--- src/rtl/inst_fetch_if.sv ---
// Fetch-stage bus: instruction ROM port plus the IF/ID register outputs
// presented to decode. The fetch stage is the master; ROM/decode side is slave.
interface inst_fetch_if #(
   parameter int ADDR_W = 32,
   parameter int DATA_W = 32
);
   logic              rom_ce;
   logic [ADDR_W-1:0] rom_addr;
   logic [DATA_W-1:0] rom_inst;
   logic [ADDR_W-1:0] id_pc;
   logic [DATA_W-1:0] id_inst;
   logic              id_valid;
   logic              id_adel;

   modport master (
      output rom_ce, rom_addr, id_pc, id_inst, id_valid, id_adel,
      input  rom_inst
   );

   modport slave (
      input  rom_ce, rom_addr, id_pc, id_inst, id_valid, id_adel,
      output rom_inst
   );
endinterface

--- src/rtl/inst_fetch.sv ---
// Instruction fetch stage: PC register with flush/stall/branch redirect,
// ROM enable, and the IF/ID pipeline register feeding decode.
module inst_fetch #(
   parameter int              ADDR_W   = 32,
   parameter int              DATA_W   = 32,
   parameter logic [ADDR_W-1:0] RESET_PC = '0
) (
   input  logic              clk,
   input  logic              rst,
   input  logic              stall_pc,
   input  logic              stall_id,
   input  logic              flush,
   input  logic [ADDR_W-1:0] new_pc,
   input  logic              branch_flag,
   input  logic [ADDR_W-1:0] branch_target_addr,
   inst_fetch_if.master      bus
);

   logic              rom_ce;
   logic [ADDR_W-1:0] pc;
   logic [ADDR_W-1:0] pc_next;
   logic [ADDR_W-1:0] id_pc;
   logic [DATA_W-1:0] id_inst;
   logic              id_valid;
   logic              id_adel;
   logic              hold;

   // stall_id alone freezes the PC as well, so nothing is lost or duplicated
   assign hold = stall_pc | stall_id;

   // ROM enable comes up on the first edge out of reset
   always_ff @(posedge clk) begin
      if (rst) rom_ce <= 1'b0;
      else     rom_ce <= 1'b1;
   end

   // next-PC priority: flush, then stall, then branch, then sequential (wraps)
   always_comb begin
      pc_next = pc + ADDR_W'(4);
      if (flush)            pc_next = new_pc;
      else if (hold)        pc_next = pc;
      else if (branch_flag) pc_next = branch_target_addr;
   end

   // PC stays parked at RESET_PC until the ROM is enabled
   always_ff @(posedge clk) begin
      if (rst || !rom_ce) pc <= RESET_PC;
      else                pc <= pc_next;
   end

   // IF/ID register: flush bubbles, stall_id holds, stall_pc bubbles, else capture
   always_ff @(posedge clk) begin
      if (rst || flush) begin
         id_pc    <= '0;
         id_inst  <= '0;
         id_valid <= 1'b0;
         id_adel  <= 1'b0;
      end else if (stall_id) begin
         id_pc    <= id_pc;
         id_inst  <= id_inst;
         id_valid <= id_valid;
         id_adel  <= id_adel;
      end else if (stall_pc) begin
         id_pc    <= '0;
         id_inst  <= '0;
         id_valid <= 1'b0;
         id_adel  <= 1'b0;
      end else begin
         id_pc    <= pc;
         id_inst  <= bus.rom_inst;
         id_valid <= rom_ce;
         id_adel  <= (pc[1:0] != 2'b00);
      end
   end

   assign bus.rom_ce   = rom_ce;
   assign bus.rom_addr = pc;
   assign bus.id_pc    = id_pc;
   assign bus.id_inst  = id_inst;
   assign bus.id_valid = id_valid;
   assign bus.id_adel  = id_adel;

endmodule
--- src/flat_wrapper.sv ---
// flat-port wrapper written by rule: the top's interface ports become plain ports
module inst_fetch_flat 
#(
   parameter int              ADDR_W   = 32,
   parameter int              DATA_W   = 32,
   parameter logic [ADDR_W-1:0] RESET_PC = '0
)
  (clk, rst, stall_pc, stall_id, flush, new_pc, branch_flag, branch_target_addr, bus_rom_ce, bus_rom_addr, bus_id_pc, bus_id_inst, bus_id_valid, bus_id_adel, bus_rom_inst);
  inst_fetch_if #(.ADDR_W(ADDR_W), .DATA_W(DATA_W)) bus_i ();
  input  logic clk;
  input  logic rst;
  input  logic stall_pc;
  input  logic stall_id;
  input  logic flush;
  input  logic [ADDR_W-1:0] new_pc;
  input  logic branch_flag;
  input  logic [ADDR_W-1:0] branch_target_addr;
  output wire logic [$bits(bus_i.rom_ce)-1:0] bus_rom_ce;
  output wire logic [$bits(bus_i.rom_addr)-1:0] bus_rom_addr;
  output wire logic [$bits(bus_i.id_pc)-1:0] bus_id_pc;
  output wire logic [$bits(bus_i.id_inst)-1:0] bus_id_inst;
  output wire logic [$bits(bus_i.id_valid)-1:0] bus_id_valid;
  output wire logic [$bits(bus_i.id_adel)-1:0] bus_id_adel;
  input wire logic [$bits(bus_i.rom_inst)-1:0] bus_rom_inst;
  assign bus_rom_ce = bus_i.rom_ce;
  assign bus_rom_addr = bus_i.rom_addr;
  assign bus_id_pc = bus_i.id_pc;
  assign bus_id_inst = bus_i.id_inst;
  assign bus_id_valid = bus_i.id_valid;
  assign bus_id_adel = bus_i.id_adel;
  assign bus_i.rom_inst = bus_rom_inst;
  inst_fetch #(.ADDR_W(ADDR_W), .DATA_W(DATA_W), .RESET_PC(RESET_PC)) u_core (.clk(clk), .rst(rst), .stall_pc(stall_pc), .stall_id(stall_id), .flush(flush), .new_pc(new_pc), .branch_flag(branch_flag), .branch_target_addr(branch_target_addr), .bus(bus_i));
endmodule
--- config.mk ---
export PLATFORM = sky130hd
export DESIGN_NAME = inst_fetch_flat
export DESIGN_NICKNAME = d
export VERILOG_FILES = /design/src/rtl/inst_fetch_if.sv /design/src/rtl/inst_fetch.sv /design/src/flat_wrapper.sv
export SDC_FILE = /design/constraint.sdc
export NUM_CORES = 1
export LEC_CHECK = 0
export ABC_AREA = 1
export BUFFER_PORTS_ARGS = -buffer_cell sky130_fd_sc_hd__buf_2
export CAP_MARGIN = 10
export CORE_MARGIN = 1.5
export CORE_UTILIZATION = 44
export DETAILED_ROUTE_END_ITERATION = 7
export GPL_TIMING_DRIVEN = 1
export PLACE_DENSITY = 0.77
export SYNTH_ARGS = -nofsm -noshare
export SYNTH_HDL_FRONTEND = slang
export SYNTH_SLANG_ARGS = --single-unit
--- constraint.sdc ---
create_clock -name clk -period 1.48 [get_ports clk]
set_input_delay 0 -clock clk [delete_from_list [all_inputs] [get_ports clk]]
set_output_delay 0 -clock clk [all_outputs]
set_load 0.05 [all_outputs]
==> impl_metrics.xml <==
<?xml version="1.0" encoding="UTF-8"?>
<metrics>
  <group name="drt">
    <metric name="routedWlPerCell" unit="um">15.2</metric>
    <metric name="routed-via-count" unit="">6189</metric>
    <metric name="detail_route.wirelength" unit="um">18200</metric>
    <metric name="dr.first_iter.drc_count" unit="">747</metric>
    <metric name="number_of_design_rule_violations_left_after_detail_routing" unit="">0</metric>
    <metric name="first_pass_iters" unit="">6</metric>
    <metric name="drt-vias-per-instance" unit="">5.18</metric>
    <metric name="ant_nets" unit="">0</metric>
  </group>
  <group name="worst_setup_path">
    <metric name="crit_path_max_incr_delay" unit="ps">400</metric>
    <metric name="cpMaxStageDelayCell" unit="">sky130_fd_sc_hd__dfxtp_4</metric>
    <metric name="cell_family_with_most_cp_delay" unit="">simple AND/OR/NAND/NOR gates</metric>
    <metric name="worst_r2r_startpoint" unit="">u_core.bus.rom_addr[2]$_SDFFE_PP0P_</metric>
    <metric name="worst-endpoint-arrival" unit="ps">1760</metric>
    <metric name="worst-path-buf-inv" unit="">0</metric>
    <metric name="cp_cell_sequence" unit="">ha_4 -&gt; nand3_2 -&gt; nor2_4 -&gt; xor2_1 -&gt; nand2_1 -&gt; o211ai_1 -&gt; a21oi_1</metric>
    <metric name="crit_path_start" unit="">u_core.bus.rom_addr[2]$_SDFFE_PP0P_</metric>
    <metric name="worstSetupStartpointType" unit="">flip-flop</metric>
    <metric name="critical_path.endpoint_type" unit="">flip-flop</metric>
    <metric name="cp_max_fo" unit="">6</metric>
    <metric name="crit_type" unit="">flip-flop to flip-flop</metric>
    <metric name="cp_data_required_time" unit="ps">1730</metric>
  </group>
  <group name="synth">
    <metric name="synthesis.area_per_instance" unit="um^2">6.40</metric>
    <metric name="synth_top_area_share" unit="%">40.5</metric>
    <metric name="post-synth-top-area-cell" unit="">sky130_fd_sc_hd__dfxtp_1</metric>
    <metric name="synth_area_leaders" unit="">sky130_fd_sc_hd__dfxtp_1 41%, sky130_fd_sc_hd__nand2_1 21%, sky130_fd_sc_hd__a21oi_1 9.3%</metric>
    <metric name="synth_common_cells" unit="">270 x sky130_fd_sc_hd__nand2_1, 99 x sky130_fd_sc_hd__dfxtp_1, 94 x sky130_fd_sc_hd__nor2_1</metric>
    <metric name="synthesis.instances" unit="">765</metric>
    <metric name="synthesis_warning_total" unit="">0</metric>
    <metric name="synth.lib_cells_used.distinct" unit="">27</metric>
    <metric name="register_bit_count_reported_by_yosys" unit="">99</metric>
    <metric name="seq_area_frac_synth" unit="%">40.5</metric>
    <metric name="synth-edff-count" unit="">0</metric>
    <metric name="mappedNetlistArea" unit="um^2">4890</metric>
    <metric name="synth_top_flop_cell" unit="">sky130_fd_sc_hd__dfxtp_1</metric>
    <metric name="async_flop_share" unit="%">0</metric>
    <metric name="synth_nets" unit="">868</metric>
    <metric name="synthMostInstantiatedCell" unit="">sky130_fd_sc_hd__nand2_1</metric>
  </group>
  <group name="timing">
    <metric name="finalCritPeriodShare" unit="%">102</metric>
    <metric name="max_slew_margin" unit="%">55.2</metric>
    <metric name="setup_ws" unit="ps">-24.2</metric>
    <metric name="clock-skew-final" unit="ps">10.8</metric>
    <metric name="final.hold.worst_slack" unit="ps">2.68</metric>
    <metric name="finalSetupViolations" unit="">1</metric>
    <metric name="grt_setup_unrepaired" unit="">true</metric>
    <metric name="setup_total_negative_slack" unit="ps">-24.2</metric>
    <metric name="hold_viol_final" unit="">0</metric>
    <metric name="period_needed" unit="ps">1500</metric>
    <metric name="max_freq" unit="GHz">0.665</metric>
    <metric name="maxSlewViolCount" unit="">0</metric>
    <metric name="tightestPinTransition" unit="ps">672</metric>
  </group>
  <group name="layout">
    <metric name="antenna_cells" unit="">0</metric>
    <metric name="final_nets" unit="">1153</metric>
    <metric name="synthToLayoutAreaGrowth" unit="%">50.2</metric>
    <metric name="drive_above_1_share" unit="%">31.4</metric>
    <metric name="final_cell_utilization_of_the_core" unit="%">67.8</metric>
  </group>
  <group name="power_and_ir_drop">
    <metric name="static-leakage-power" unit="nW">3.19</metric>
    <metric name="irDropWorstVdd" unit="mV">0.436</metric>
    <metric name="pwr_density_cell" unit="nW/um^2">746</metric>
    <metric name="p_total" unit="mW">5.48</metric>
  </group>
  <group name="clocking">
    <metric name="worst_skew_pair.late_latency" unit="ps">360</metric>
    <metric name="htree_levels" unit="">3</metric>
    <metric name="cts.sinks" unit="">99</metric>
    <metric name="clock_path_buffers" unit="">2</metric>
    <metric name="ctsRootBufferMaster" unit="">sky130_fd_sc_hd__clkbuf_8</metric>
    <metric name="clk_transition_reported_paths" unit="ps">100</metric>
    <metric name="number_of_cts_inserted_buffers" unit="">9</metric>
    <metric name="cts_tree" unit="">done</metric>
  </group>
  <group name="global_routing">
    <metric name="antenna_found_initial" unit="">0</metric>
    <metric name="maximum_number_of_pins_on_one_net_before_global_route_repair" unit="">67</metric>
    <metric name="grt_first_pass_wirelength" unit="um">26800</metric>
    <metric name="grt_pass1_vias" unit="">5642</metric>
    <metric name="grt.overflow.total" unit="">0</metric>
    <metric name="gr-usage-all-layers" unit="%">29.2</metric>
  </group>
  <group name="place">
    <metric name="place_ws" unit="ps">-31.7</metric>
    <metric name="half_perimeter_wire_length_after_placement" unit="um">11500</metric>
    <metric name="gp_congestion" unit="">0.970</metric>
    <metric name="port_buffers" unit="">200</metric>
  </group>
  <group name="floorplan">
    <metric name="dieArea" unit="um^2">11800</metric>
    <metric name="coreArea" unit="um^2">10800</metric>
    <metric name="fp.dieH" unit="um">108</metric>
    <metric name="effective_utilization_at_floorplan" unit="%">45.1</metric>
    <metric name="dieWidth" unit="um">108</metric>
    <metric name="io-pin-count" unit="">201</metric>
    <metric name="core.rowCount" unit="">38</metric>
  </group>
  <group name="flow_run">
    <metric name="max_cap_viol_count" unit="">0</metric>
  </group>
  <group name="worst_hold_path">
    <metric name="min-delay-start" unit="">branch_target_addr[22]</metric>
    <metric name="min-delay-path-class" unit="">input port to flip-flop</metric>
  </group>
  <group name="status">
    <metric name="violations" unit="">setup timing</metric>
    <metric name="result_of_the_run" unit="">finished with violations</metric>
  </group>
</metrics>
-- path summary, 6_finish.rpt --
| check | slack, ps | end | depth (start not counted) |
|---|---|---|---|
| setup / recovery | -20 | u_core.bus.rom_addr[8]$_SDFFE_PP0P_ | 7 |
| hold / removal | 3 | u_core.bus.rom_addr[22]$_SDFFE_PP0P_ | 5 |
| setup reg to reg | -20 | u_core.bus.rom_addr[8]$_SDFFE_PP0P_ | 7 |
| hold reg to reg | 460 | u_core.bus.id_inst[12]$_SDFFE_PP0N_ | 2 |
-- layer usage --
metal	track usage [%]	share of wire, %	wire length, um
met5	0	0	0
met2	50.6	49	8850
met1	35.9	41	7430
met4	10.9	2.9	520
met3	5.30	7.8	1420
-- report_power, final --
part	switching (mW)	leakage, nW	internal (mW)	total [mW]
Combinational	0.639	2.29	0.427	1.07
Sequential	0.0601	0.817	2.72	2.78
Clock	0.969	0.0872	0.673	1.64
Total	1.67	3.19	3.81	5.48
-- placed cells by master, fill, tap and decap left out, types with 10 or more instances in the layout --
master,instances
sky130_fd_sc_hd__a21oi_1,88
sky130_fd_sc_hd__buf_2,200
sky130_fd_sc_hd__buf_4,35
sky130_fd_sc_hd__clkbuf_8,10
sky130_fd_sc_hd__dfxtp_1,71
sky130_fd_sc_hd__dfxtp_2,21
sky130_fd_sc_hd__dlygate4sd3_1,72
sky130_fd_sc_hd__inv_1,54
sky130_fd_sc_hd__nand2_1,263
sky130_fd_sc_hd__nand3_1,37
sky130_fd_sc_hd__nor2_1,80
sky130_fd_sc_hd__nor2_2,15
sky130_fd_sc_hd__o21ai_0,29
-- state kept, by name, indices dropped and copies added, names as in the netlist --
register and count:
u_core.bus.id_pc 32, u_core.bus.rom_addr 32, u_core.bus.id_adel 1, u_core.bus.id_valid 1, u_core.bus.id_inst 32, u_core.bus.rom_ce 1
-- area by class of cell --
cell class / count / area (um^2)
Fill cell: 952 / 3490
Multi-Input combinational cell: 569 / 2650
Inverter: 59 / 224
Sequential cell: 99 / 2030
Clock inverter: 4 / 33.8
Tap cell: 140 / 175
Timing Repair Buffer: 312 / 2090
Clock buffer: 12 / 145
-- tightest hold or removal path, stage by stage --
cell and delay (ps):
sky130_fd_sc_hd__buf_2 90, sky130_fd_sc_hd__nor2_1 90, sky130_fd_sc_hd__nor2_1 50, sky130_fd_sc_hd__nand2_1 60, sky130_fd_sc_hd__a21oi_1 50
-- stage by stage --
step | area (um^2) | cells
after global routing | 7350 | 1195
after CTS | 7140 | 1187
after floorplan | 4950 | 765
after detailed placement | 6230 | 1099
after global placement | 6230 | 1099
final | 7350 | 1195
-- logic make-up (layout without fill, tap and decap cells) --
logic type               after synthesis  count (layout)  synth area share, %
buffers and inverters                 97             387                 8.39
flip-flops                            99              99                 40.5
XOR/XNOR                               4               4                0.716
AND/OR/NAND/NOR                      422             422                 34.9
AO/OA/AOI/OAI                        142             142                 15.2
adder cells (fa/ha/maj)                1               1                0.256
-- timing repair --
item / in CTS / in global routing
gates cloned: 0 / 1
hold buffers: 72 / 0
endpoints found under the setup margin: 3 / 25
resized for setup: 3 / 44
setup buffers: 0 / 7
pin swaps: 1 / 13
hold endpoints to repair: 63 / 0
(Power assumes the default switching activity.)
